===== src/rtl/tx_serial_fifo_cfg.sv =====
// Asynchronous serial transmitter with configurable word length, parity and stop bits.
// A small write FIFO in front of it lets queued characters go out back to back.
module tx_serial_fifo_cfg #(
  parameter int CLK_DIV    = 434,
  parameter int DATA_BITS  = 8,
  parameter int PARITY     = 0,
  parameter int STOP_BITS  = 1,
  parameter int FIFO_DEPTH = 4
) (
  input  logic                 clock,
  input  logic                 reset,
  input  logic [DATA_BITS-1:0] dados,
  input  logic                 escreve,
  output logic                 cheio,
  output logic                 vazio,
  output logic                 saida_serial,
  output logic                 ocupado,
  output logic                 pronto,
  output logic                 erro_overflow,
  output logic [3:0]           db_estado
);

  localparam int PW = $clog2(FIFO_DEPTH);
  localparam int CW = PW + 1;
  localparam int TW = $clog2(CLK_DIV);
  localparam int BW = $clog2(DATA_BITS);
  localparam logic [TW-1:0] TIMER_LAST = TW'(CLK_DIV - 1);
  localparam logic [BW-1:0] BIT_LAST   = BW'(DATA_BITS - 1);
  localparam logic [CW-1:0] COUNT_FULL = CW'(FIFO_DEPTH);
  localparam logic          STOP_LAST  = 1'(STOP_BITS - 1);

  typedef enum logic [3:0] {
    S_IDLE   = 4'd0,
    S_START  = 4'd1,
    S_DATA   = 4'd2,
    S_PARITY = 4'd3,
    S_STOP   = 4'd4
  } state_t;

  state_t               state_q, state_d;
  logic [TW-1:0]        timer_q, timer_d;
  logic [BW-1:0]        bit_q, bit_d;
  logic                 stop_q, stop_d;
  logic [DATA_BITS-1:0] shift_q, shift_d;
  logic                 par_q, par_d;
  logic                 line_q, line_d;
  logic                 pronto_q, pronto_d;
  logic                 ocupado_q, ocupado_d;
  logic                 ovf_q, ovf_d;
  logic [PW-1:0]        wptr_q, wptr_d;
  logic [PW-1:0]        rptr_q, rptr_d;
  logic [CW-1:0]        count_q, count_d;
  logic                 cheio_q, cheio_d;
  logic                 vazio_q, vazio_d;
  logic [DATA_BITS-1:0] mem_q [FIFO_DEPTH];
  logic                 push_s, pop_s, tick_s;

  function automatic logic calc_parity(input logic [DATA_BITS-1:0] d);
    if (PARITY == 1) begin
      return ~^d;
    end else begin
      return ^d;
    end
  endfunction

  // FIFO storage; contents are don't-care until written, so no reset is needed.
  always_ff @(posedge clock) begin
    if (push_s) begin
      mem_q[wptr_q] <= dados;
    end
  end

  // FIFO bookkeeping: a write into a full FIFO is dropped even if a pop frees a slot on that edge.
  always_comb begin
    push_s  = escreve & ~cheio_q;
    ovf_d   = ovf_q | (escreve & cheio_q);
    wptr_d  = push_s ? wptr_q + PW'(1) : wptr_q;
    rptr_d  = pop_s ? rptr_q + PW'(1) : rptr_q;
    case ({push_s, pop_s})
      2'b10:   count_d = count_q + CW'(1);
      2'b01:   count_d = count_q - CW'(1);
      default: count_d = count_q;
    endcase
    cheio_d = (count_d == COUNT_FULL);
    vazio_d = (count_d == '0);
  end

  // Frame sequencer; the line level is derived from the next state so it can be registered.
  always_comb begin
    state_d  = state_q;
    timer_d  = timer_q;
    bit_d    = bit_q;
    stop_d   = stop_q;
    shift_d  = shift_q;
    par_d    = par_q;
    pronto_d = 1'b0;
    pop_s    = 1'b0;
    tick_s   = (timer_q == TIMER_LAST);
    case (state_q)
      S_IDLE: begin
        timer_d = '0;
        if (!vazio_q) begin
          pop_s   = 1'b1;
          shift_d = mem_q[rptr_q];
          par_d   = calc_parity(mem_q[rptr_q]);
          state_d = S_START;
        end else begin
          state_d = S_IDLE;
        end
      end
      S_START: begin
        timer_d = tick_s ? '0 : timer_q + TW'(1);
        if (tick_s) begin
          bit_d   = '0;
          state_d = S_DATA;
        end else begin
          state_d = S_START;
        end
      end
      S_DATA: begin
        timer_d = tick_s ? '0 : timer_q + TW'(1);
        if (tick_s) begin
          shift_d = shift_q >> 1;
          if (bit_q == BIT_LAST) begin
            stop_d  = 1'b0;
            state_d = (PARITY != 0) ? S_PARITY : S_STOP;
          end else begin
            bit_d = bit_q + BW'(1);
          end
        end else begin
          state_d = S_DATA;
        end
      end
      S_PARITY: begin
        timer_d = tick_s ? '0 : timer_q + TW'(1);
        if (tick_s) begin
          stop_d  = 1'b0;
          state_d = S_STOP;
        end else begin
          state_d = S_PARITY;
        end
      end
      S_STOP: begin
        timer_d = tick_s ? '0 : timer_q + TW'(1);
        if (tick_s && (stop_q == STOP_LAST)) begin
          pronto_d = 1'b1;
          if (!vazio_q) begin
            pop_s   = 1'b1;
            shift_d = mem_q[rptr_q];
            par_d   = calc_parity(mem_q[rptr_q]);
            state_d = S_START;
          end else begin
            state_d = S_IDLE;
          end
        end else if (tick_s) begin
          stop_d = 1'b1;
        end else begin
          state_d = S_STOP;
        end
      end
      default: begin
        timer_d = '0;
        state_d = S_IDLE;
      end
    endcase

    case (state_d)
      S_START:  line_d = 1'b0;
      S_DATA:   line_d = shift_d[0];
      S_PARITY: line_d = par_d;
      default:  line_d = 1'b1;
    endcase
    ocupado_d = (state_d != S_IDLE);
  end

  // State and output registers; reset drives the line high at once.
  always_ff @(posedge clock or posedge reset) begin
    if (reset) begin
      state_q   <= S_IDLE;
      timer_q   <= '0;
      bit_q     <= '0;
      stop_q    <= 1'b0;
      shift_q   <= '0;
      par_q     <= 1'b0;
      line_q    <= 1'b1;
      pronto_q  <= 1'b0;
      ocupado_q <= 1'b0;
      ovf_q     <= 1'b0;
      wptr_q    <= '0;
      rptr_q    <= '0;
      count_q   <= '0;
      cheio_q   <= 1'b0;
      vazio_q   <= 1'b1;
    end else begin
      state_q   <= state_d;
      timer_q   <= timer_d;
      bit_q     <= bit_d;
      stop_q    <= stop_d;
      shift_q   <= shift_d;
      par_q     <= par_d;
      line_q    <= line_d;
      pronto_q  <= pronto_d;
      ocupado_q <= ocupado_d;
      ovf_q     <= ovf_d;
      wptr_q    <= wptr_d;
      rptr_q    <= rptr_d;
      count_q   <= count_d;
      cheio_q   <= cheio_d;
      vazio_q   <= vazio_d;
    end
  end

  assign cheio         = cheio_q;
  assign vazio         = vazio_q;
  assign saida_serial  = line_q;
  assign ocupado       = ocupado_q;
  assign pronto        = pronto_q;
  assign erro_overflow = ovf_q;
  assign db_estado     = state_q;

endmodule


===== config.mk =====
export PLATFORM = sky130hd
export DESIGN_NAME = tx_serial_fifo_cfg
export DESIGN_NICKNAME = d
export VERILOG_FILES = /design/src/rtl/tx_serial_fifo_cfg.sv
export SDC_FILE = /design/constraint.sdc
export NUM_CORES = 1
export LEC_CHECK = 0
export ABC_AREA = 1
export BUFFER_PORTS_ARGS = -buffer_cell sky130_fd_sc_hd__buf_4
export CAP_MARGIN = 20
export CORE_MARGIN = 4
export CORE_UTILIZATION = 40
export CTS_BUF_LIST = sky130_fd_sc_hd__clkbuf_2 sky130_fd_sc_hd__clkbuf_4 sky130_fd_sc_hd__clkbuf_8
export DETAILED_ROUTE_END_ITERATION = 8
export GPL_ROUTABILITY_DRIVEN = 0
export PLACE_DENSITY = 0.62
export SLEW_MARGIN = 20
export SYNTH_ARGS = -nofsm -noshare
export SYNTH_HDL_FRONTEND = slang
export SYNTH_SLANG_ARGS = --single-unit

===== constraint.sdc =====
create_clock -name clock -period 3.7 [get_ports clock]
set_clock_uncertainty 0.2 [all_clocks]
set_input_delay 0.37 -clock clock [delete_from_list [all_inputs] [get_ports clock]]
set_output_delay 0.37 -clock clock [all_outputs]
set_load 0.05 [all_outputs]

==> out/metrics.json, run 1 <==
{
  "crit_chain": {"value": "inv_1 > ha_1 > nand3_1 > inv_1 > nand2_2 > o21ai_4 > nand2_4 > clkinv_4 > nand2_4 > inv_1 > ha_1 > fa_1 > mux2_2 > or2_2 > nor2_1"},
  "synthesis.area": {"value": 0.00352, "unit": "sq mm"},
  "fin_nets": {"value": 440},
  "initial_utilization": {"value": 42.0, "unit": "%"},
  "area.growth.synth_to_final": {"value": 12.9, "unit": "%"},
  "worst_setup_path_end_kind": {"value": "flop"},
  "wl_per_cell": {"value": 12.5, "unit": "microns"},
  "dp.final_hpwl": {"value": 4800, "unit": "microns"},
  "critical_path.top_delay_family": {"value": "adder cells"},
  "run_status": {"value": "complete, no violations"},
  "synth_common_cells": {"value": "sky130_fd_sc_hd__nand2_1 (139), sky130_fd_sc_hd__dfrtp_1 (37), sky130_fd_sc_hd__inv_1 (37)"},
  "cpMostUsedCell": {"value": "sky130_fd_sc_hd__inv_1"},
  "synth_warnings": {"value": 0},
  "max-slew-margin-rel": {"value": 46.7, "unit": "%"},
  "timing.hold.worst.class": {"value": "input port to flop"},
  "p_seq_share": {"value": 41.1, "unit": "%"},
  "cp_num_buf_inv": {"value": 4},
  "gr-usage-all-layers": {"value": 14.4, "unit": "%"},
  "drive_above_1_share": {"value": 15.6, "unit": "%"},
  "setup_viol": {"value": 0},
  "hold_viol": {"value": 0},
  "seq_area": {"value": 0.00194, "unit": "sq mm"},
  "synth_seq_cells": {"value": 71},
  "synth_edf_count": {"value": 32},
  "final.setup.tns": {"value": 0, "unit": "ns"},
  "criticalPathCategory": {"value": "flop to flop"},
  "p_int": {"value": 1.71, "unit": "mW"},
  "global_route.overflow_total": {"value": 0},
  "r2r-end": {"value": "cheio"},
  "grt_max_degree": {"value": 28},
  "port-buffer-count": {"value": 20},
  "first_global_vias": {"value": 2362},
  "floorplan.die.height": {"value": 102, "unit": "microns"},
  "die_area": {"value": 0.0104, "unit": "sq mm"},
  "crit_end": {"value": "cheio"},
  "cts_num_sinks": {"value": 71},
  "slew_of_the_pin_with_the_lowest_slew_margin": {"value": 0.797, "unit": "ns"},
  "switchingPower": {"value": 1.12, "unit": "mW"},
  "syn_area_per_cell": {"value": 8.97, "unit": "sq um"},
  "route.antenna.remaining_nets": {"value": 0},
  "hold_slack": {"value": 0.0255, "unit": "ns"},
  "post_synthesis_async_set_or_reset_flop_share": {"value": 54.9, "unit": "%"},
  "ff2ff_path_depth": {"value": 15},
  "p_sw_share": {"value": 39.6, "unit": "%"},
  "post-synth-top-count-cell": {"value": "sky130_fd_sc_hd__nand2_1"},
  "critical_path.slowest_cell": {"value": "sky130_fd_sc_hd__fa_1"},
  "startpoint_type": {"value": "flop"},
  "synth.distinct_cells": {"value": 42},
  "critPathMaxFanout": {"value": 9},
  "max_cap_violations": {"value": 0},
  "critical_path_cell_count": {"value": 15},
  "postSynth.topFlopCell": {"value": "sky130_fd_sc_hd__dfrtp_1"},
  "pwr_density_cell": {"value": 713, "unit": "mW/mm^2"},
  "core-area": {"value": 0.00838, "unit": "sq mm"},
  "synth_largest_type_area_fraction": {"value": 27.3, "unit": "%"},
  "number_of_max_slew_violations_in_the_final_report": {"value": 0},
  "synth_nets": {"value": 414},
  "timing.critical_path.arrival": {"value": 3.09, "unit": "ns"},
  "post_synth_top_area_cell": {"value": "sky130_fd_sc_hd__edfxtp_1"},
  "top_cells_by_area_synth": {"value": "sky130_fd_sc_hd__edfxtp_1 (27%), sky130_fd_sc_hd__dfrtp_1 (26%), sky130_fd_sc_hd__nand2_1 (15%), sky130_fd_sc_hd__inv_1 (3.9%), sky130_fd_sc_hd__nand3_1 (3.7%)"},
  "critical_path.reg2reg.startpoint": {"value": "timer_q[1]"},
  "rsz0062_at_grt": {"value": "no"},
  "cts_tree": {"value": "done"},
  "critPathLaunch": {"value": "timer_q[1]"},
  "worstPathRequired": {"value": 3.78, "unit": "ns"},
  "clk-insertion-delay-late": {"value": 0.34, "unit": "ns"},
  "row_cnt": {"value": 33},
  "nFillCells": {"value": 794},
  "vias_per_cell": {"value": 4.81},
  "clkSlewWorstSetupHoldPaths": {"value": 0.07, "unit": "ns"},
  "area_of_the_multi_input_gates": {"value": 0.00136, "unit": "sq mm"},
  "grt_first_pass_wirelength": {"value": 11700, "unit": "microns"},
  "insertedDiodeCount": {"value": 0},
  "drcViolationCount": {"value": 0},
  "chipWidth": {"value": 102, "unit": "microns"},
  "final_min_period_over_clock_period": {"value": 81.3, "unit": "%"},
  "pwr-share-clk": {"value": 22.2, "unit": "%"},
  "ir_drop": {"value": 0.339, "unit": "mV"},
  "timing.critical_path.slowest_cell_delay": {"value": 0.43, "unit": "ns"},
  "reg2reg_slack": {"value": 0.69, "unit": "ns"},
  "numCtsBuffers": {"value": 9},
  "fmaxAchievable": {"value": 332, "unit": "MHz"},
  "io-pin-count": {"value": 21},
  "timing.final.crit_period": {"value": 3.01, "unit": "ns"},
  "drt_pass1_iterations": {"value": 8},
  "power_leakage": {"value": 1.88, "unit": "nW"},
  "detail_route.wirelength": {"value": 6640, "unit": "microns"},
  "power.share.combinational": {"value": 36.7, "unit": "%"},
  "totalPowerFinal": {"value": 2.84, "unit": "mW"},
  "number_of_h_tree_levels": {"value": 3},
  "antenna_found_initial": {"value": 0},
  "ys_seq_area_share": {"value": 55.0, "unit": "%"},
  "cts-root-buf": {"value": "sky130_fd_sc_hd__clkbuf_8"},
  "num_vias": {"value": 2546},
  "post_synth_inst_count": {"value": 393},
  "drt-initial-drc-count": {"value": 122},
  "cts-resized-gates": {"value": 0},
  "max-clock-path-buffers": {"value": 2}
}
## cell families (layout without fill, tap and decap cells)
group	count (synthesis)	count (layout)	synth area share (%)
simple gates	221	221	27.1
flops	71	71	55.0
buf+inv	51	82	6.32
compound gates	31	31	5.61
fa+ha+maj	10	10	3.76
xor+xnor	7	7	1.74
other cells	1	1	0.106
mux	1	1	0.320
## metrics by stage
| stage | instance area, sq um | std cells | worst slack, ns | util, % |
|---|---|---|---|---|
| final | 3980 | 529 | 0.690 | 47.5 |
| after global routing | 3980 | 529 | 0.439 | 47.5 |
| after CTS | 3970 | 528 | 0.682 | 47.4 |
| after detailed placement | 3760 | 512 | 0.704 | 44.9 |
| after global placement | 3760 | 512 | 0.818 | 44.9 |
| after floorplan | 3520 | 393 | 0.747 | - |
## worst min path at each step
stage | from | endpoint | slack, ns | cells after the start
floorplan | bit_q[1] | bit_q[1] | 0.26 | 2
global placement | erro_overflow | erro_overflow | 0.24 | 1
detailed placement | erro_overflow | erro_overflow | 0.25 | 1
CTS | dados[0] | mem_q[0][0] | 0.007 | 1
global route | dados[1] | mem_q[3][1] | 0.01 | 1
finish | dados[0] | mem_q[0][0] | 0.03 | 1
## power groups by stage
stage / combinational, mW / sequential (mW) / clock, mW
final: 1.04 / 1.17 / 0.630
after global routing: 1.23 / 1.19 / 0.684
after CTS: 1.05 / 1.17 / 0.645
after detailed placement: 1.05 / 1.18 / 0
after global placement: 1.02 / 1.18 / 0
after floorplan: 0.841 / 1.16 / 0
## area by class of cell
| type | count | area share [%] |
|---|---|---|
| Timing Repair Buffer | 22 | 4.21 |
| Clock inverter | 4 | 1.13 |
| Clock buffer | 12 | 3.99 |
| Inverter | 44 | 4.40 |
| Tap cell | 105 | 3.30 |
| Sequential cell | 71 | 48.7 |
| Multi-Input combinational cell | 271 | 34.2 |
## cell usage in the layout (no fill, tap or decap), types with 4 or more instances in the layout
cell	Yosys	final
sky130_fd_sc_hd__a21oi_1	4	4
sky130_fd_sc_hd__ha_1	9	9
sky130_fd_sc_hd__inv_2	5	6
sky130_fd_sc_hd__nor3_1	5	5
sky130_fd_sc_hd__nand3_1	26	26
sky130_fd_sc_hd__xor2_1	5	5
sky130_fd_sc_hd__o21ai_0	10	10
sky130_fd_sc_hd__dfrtp_1	37	37
sky130_fd_sc_hd__nand2_2	7	7
sky130_fd_sc_hd__clkbuf_8	0	11
sky130_fd_sc_hd__edfxtp_1	32	32
sky130_fd_sc_hd__a22oi_1	6	6
sky130_fd_sc_hd__buf_4	1	21
sky130_fd_sc_hd__nand2_1	139	139
sky130_fd_sc_hd__nor2_1	30	30
sky130_fd_sc_hd__o21ai_1	4	4
sky130_fd_sc_hd__inv_1	37	36
## metal layers
metal,GRT usage (%),vias to the layer above,part of all wire [%]
met3,2.73,10,3.7
met5,0,-,0
met1,20.0,1172,48
li1,-,1310,-
met2,22.4,54,47
met4,5.75,0,1.6
## state kept, by name (all words and copies together) (netlist names), 2 cells and up
| signal | flops |
|---|---|
| bit_q | 3 |
| count_q | 3 |
| db_estado | 4 |
| mem_q | 32 |
| rptr_q | 2 |
| shift_q | 8 |
| timer_q | 9 |
| wptr_q | 2 |
## repair_timing
item                      in CTS  in global routing
hold buffers                   0                  1
hold endpoints to repair       0                 25
buffers inserted               0                  0
No activity file was read; power rests on OpenSTA's default activity.
==> run 2, diff against run 1 <==
--- a/config.mk
+++ b/config.mk
@@ -5,7 +5,7 @@
 export SDC_FILE = /design/constraint.sdc
 export NUM_CORES = 1
 export LEC_CHECK = 0
-export ABC_AREA = 1
+export ABC_AREA = 0
 export BUFFER_PORTS_ARGS = -buffer_cell sky130_fd_sc_hd__buf_4
 export CAP_MARGIN = 20
 export CORE_MARGIN = 4
@@ -13,7 +13,7 @@
 export CTS_BUF_LIST = sky130_fd_sc_hd__clkbuf_2 sky130_fd_sc_hd__clkbuf_4 sky130_fd_sc_hd__clkbuf_8
 export DETAILED_ROUTE_END_ITERATION = 8
 export GPL_ROUTABILITY_DRIVEN = 0
-export PLACE_DENSITY = 0.62
+export PLACE_DENSITY = 0.65
 export SLEW_MARGIN = 20
 export SYNTH_ARGS = -nofsm -noshare
 export SYNTH_HDL_FRONTEND = slang
==> constraint.sdc (replaced) <==
create_clock -name clock -period 2.6 [get_ports clock]
set_clock_uncertainty 0.2 [all_clocks]
set_input_delay 0.26 -clock clock [delete_from_list [all_inputs] [get_ports clock]]
set_output_delay 0.26 -clock clock [all_outputs]
set_load 0.05 [all_outputs]
==> out/metrics.json, run 2 <==
{
  "clk-insertion-delay-late": {"value": 0.35, "unit": "ns"},
  "insertedDiodeCount": {"value": 0},
  "synth.distinct_cells": {"value": 48},
  "wl_per_cell": {"value": 14.3, "unit": "microns"},
  "vias_per_cell": {"value": 4.90},
  "largest_register_ff_count": {"value": 32},
  "postSynth.topFlopCell": {"value": "sky130_fd_sc_hd__dfrtp_1"},
  "startpoint_type": {"value": "flop"},
  "number_of_h_tree_levels": {"value": 3},
  "seq_area": {"value": 0.00194, "unit": "sq mm"},
  "synth_largest_type_area_fraction": {"value": 30.5, "unit": "%"},
  "antenna_found_initial": {"value": 0},
  "drt-initial-drc-count": {"value": 59},
  "ff2ff_path_depth": {"value": 8},
  "dp.final_hpwl": {"value": 3750, "unit": "microns"},
  "die_area": {"value": 0.00936, "unit": "sq mm"},
  "ir_drop": {"value": 0.497, "unit": "mV"},
  "timing.hold.worst.class": {"value": "flop to flop"},
  "run_status": {"value": "finished, violations left"},
  "post-route-cell-area": {"value": 0.00387, "unit": "sq mm"},
  "timing.final.crit_period": {"value": 2.82, "unit": "ns"},
  "detail_route.wirelength": {"value": 5490, "unit": "microns"},
  "synth_nets": {"value": 246},
  "chipWidth": {"value": 96.8, "unit": "microns"},
  "cts-root-buf": {"value": "sky130_fd_sc_hd__clkbuf_8"},
  "timing.critical_path.arrival": {"value": 2.90, "unit": "ns"},
  "drt_pass1_iterations": {"value": 4},
  "gr-usage-all-layers": {"value": 12.7, "unit": "%"},
  "min_delay_path_depth": {"value": 1},
  "drive_above_1_share": {"value": 31.4, "unit": "%"},
  "area_of_the_multi_input_gates": {"value": 0.00115, "unit": "sq mm"},
  "port-buffer-count": {"value": 20},
  "max-clock-path-buffers": {"value": 2},
  "worstPathRequired": {"value": 2.68, "unit": "ns"},
  "initial_utilization": {"value": 41.0, "unit": "%"},
  "area.growth.synth_to_final": {"value": 22.7, "unit": "%"},
  "max_cap_violations": {"value": 0},
  "syn_area_per_cell": {"value": 14.0, "unit": "sq um"},
  "numCtsBuffers": {"value": 9},
  "violations": {"value": "setup timing"},
  "synth_common_cells": {"value": "sky130_fd_sc_hd__dfrtp_1 (37), sky130_fd_sc_hd__edfxtp_1 (32), sky130_fd_sc_hd__nor2_1 (23)"},
  "synth_seq_cells": {"value": 71},
  "post_synthesis_async_set_or_reset_flop_share": {"value": 54.9, "unit": "%"},
  "top_cells_by_area_synth": {"value": "sky130_fd_sc_hd__edfxtp_1 (30%), sky130_fd_sc_hd__dfrtp_1 (29%), sky130_fd_sc_hd__mux4_2 (5.7%), sky130_fd_sc_hd__xnor2_1 (3.9%), sky130_fd_sc_hd__ha_1 (3.6%)"},
  "postLayoutCoreUtil": {"value": 50.3, "unit": "%"},
  "critPathMaxFanout": {"value": 2},
  "synth_edf_count": {"value": 32},
  "clkSlewWorstSetupHoldPaths": {"value": 0.08, "unit": "ns"},
  "cts_num_sinks": {"value": 71},
  "row_cnt": {"value": 32},
  "floorplan.die.height": {"value": 96.8, "unit": "microns"},
  "placed_cells_incl_taps": {"value": 358},
  "drcViolationCount": {"value": 0},
  "final_common_cell": {"value": "sky130_fd_sc_hd__buf_4"},
  "post-synth-top-count-cell": {"value": "sky130_fd_sc_hd__dfrtp_1"},
  "final_min_period_over_clock_period": {"value": 109, "unit": "%"},
  "number_of_max_slew_violations_in_the_final_report": {"value": 0},
  "final_cell_count_no_fill": {"value": 385},
  "final_cell_mix": {"value": "sky130_fd_sc_hd__buf_4 (42), sky130_fd_sc_hd__dfrtp_1 (36), sky130_fd_sc_hd__edfxtp_1 (32)"},
  "nFillCells": {"value": 695},
  "core-area": {"value": 0.00769, "unit": "sq mm"},
  "rsz0062_at_grt": {"value": "yes"},
  "fmaxAchievable": {"value": 354, "unit": "MHz"},
  "setup_viol": {"value": 2},
  "post_route_setup_slack": {"value": -0.224, "unit": "ns"},
  "grt_max_degree": {"value": 40},
  "worst_setup_path_end_kind": {"value": "flop"},
  "num_vias": {"value": 1886},
  "hold_viol": {"value": 0},
  "post_synth_top_area_cell": {"value": "sky130_fd_sc_hd__edfxtp_1"},
  "fin_nets": {"value": 299},
  "ys_seq_area_share": {"value": 61.5, "unit": "%"},
  "placed_instance_area": {"value": 0.00355, "unit": "sq mm"},
  "synthesis.area": {"value": 0.00315, "unit": "sq mm"},
  "reg.largest.list": {"value": "mem_q (32), timer_q (9), shift_q (8)"},
  "criticalPathCategory": {"value": "flop to flop"},
  "grt_first_pass_wirelength": {"value": 9410, "unit": "microns"},
  "power_leakage": {"value": 1.60, "unit": "nW"},
  "post_synth_inst_count": {"value": 225},
  "io-pin-count": {"value": 21},
  "synth_warnings": {"value": 0},
  "max-slew-margin-rel": {"value": 66.4, "unit": "%"},
  "first_global_vias": {"value": 1940},
  "global_route.overflow_total": {"value": 0},
  "largest_register": {"value": "mem_q"},
  "pwr_density_cell": {"value": 967, "unit": "mW/mm^2"},
  "slew_of_the_pin_with_the_lowest_slew_margin": {"value": 0.504, "unit": "ns"},
  "route.antenna.remaining_nets": {"value": 0},
  "cts_tree": {"value": "done"}
}
run 2: cell count changes in the layout (fill, tap and decap cells not counted), sizes merged, moves of 9 or more:
cell         change
dlygate4sd3      +9
o21ai           -11
xnor2           +12
nand2          -136
inv             -34
nand3           -22
buf             +21
nor2            -10
run 2: logic make-up (layout without fill, tap and decap cells):
kind of cell | count (synthesis) | in the layout | share of synthesized area (%)
DFF | 71 | 71 | 61.5
and+or+nand+nor | 64 | 64 | 10.6
buffers and inverters | 15 | 73 | 2.74
adders and majority gates | 10 | 10 | 4.21
other | 1 | 1 | 0.119
muxes | 12 | 12 | 7.07
xor gates and xnor gates | 19 | 19 | 5.28
AOI/OAI and AO/OA | 33 | 33 | 8.42
run 2: routing by layer:
layer  GRT usage (%)  part of all wire [%]
met3            3.60                   3.9
met4            5.83                   1.2
met5               0                     0
met2            19.3                    48
met1            16.9                    47
run 2: through the flow:
step,setup slack (ns),setup TNS [ns],power [mW],hold WS (ns)
final,-0.224,-0.425,3.74,0.270
after detailed placement,-0.269,-0.499,2.85,0.226
after global placement,-0.186,-0.350,2.81,0.217
after floorplan,-0.475,-1.18,2.58,0.159
after CTS,-0.227,-0.434,3.80,0.276
after global routing,-0.349,-0.713,3.99,0.295
run 2: report_power, final:
group,switching [mW],internal [mW]
Sequential,0.137,1.44
Clock,0.460,0.463
Combinational,0.610,0.627
Total,1.21,2.53
run 2: critical path, stage by stage, from the launching register on:
cell and delay, ns:
sky130_fd_sc_hd__dfrtp_1 0.38, sky130_fd_sc_hd__or4b_4 0.56, sky130_fd_sc_hd__o31ai_4 0.19, sky130_fd_sc_hd__and3b_2 0.26, sky130_fd_sc_hd__ha_4 0.15, sky130_fd_sc_hd__fa_1 0.41, sky130_fd_sc_hd__mux2_4 0.28, sky130_fd_sc_hd__or2_4 0.23
sky130_fd_sc_hd__nor2b_1 0.11
run 2: area by class of cell:
cell class / count / share of cell area (%)
Tap cell: 102 / 3.30
Clock inverter: 7 / 2.20
Sequential cell: 71 / 50.2
Clock buffer: 9 / 3.20
Timing Repair Buffer: 52 / 10.7
Inverter: 5 / 0.485
Multi-Input combinational cell: 139 / 29.9
run 2: worst paths after layout:
kind / startpoint / endpoint / slack (ns)
max: timer_q[6] / cheio / -0.22
min: erro_overflow / erro_overflow / 0.27
max reg2reg: timer_q[6] / cheio / -0.22
min reg2reg: erro_overflow / erro_overflow / 0.27
max in group asynchronous: reset / saida_serial / 1.44
min in group asynchronous: reset / wptr_q[1] / 0.39
run 2: what timing repair did:
action,in CTS,in global routing
setup endpoints to repair,2,3
setup buffers,1,0
endpoints found under the hold margin,70,0
gates resized for setup,1,0
hold buffers,10,0
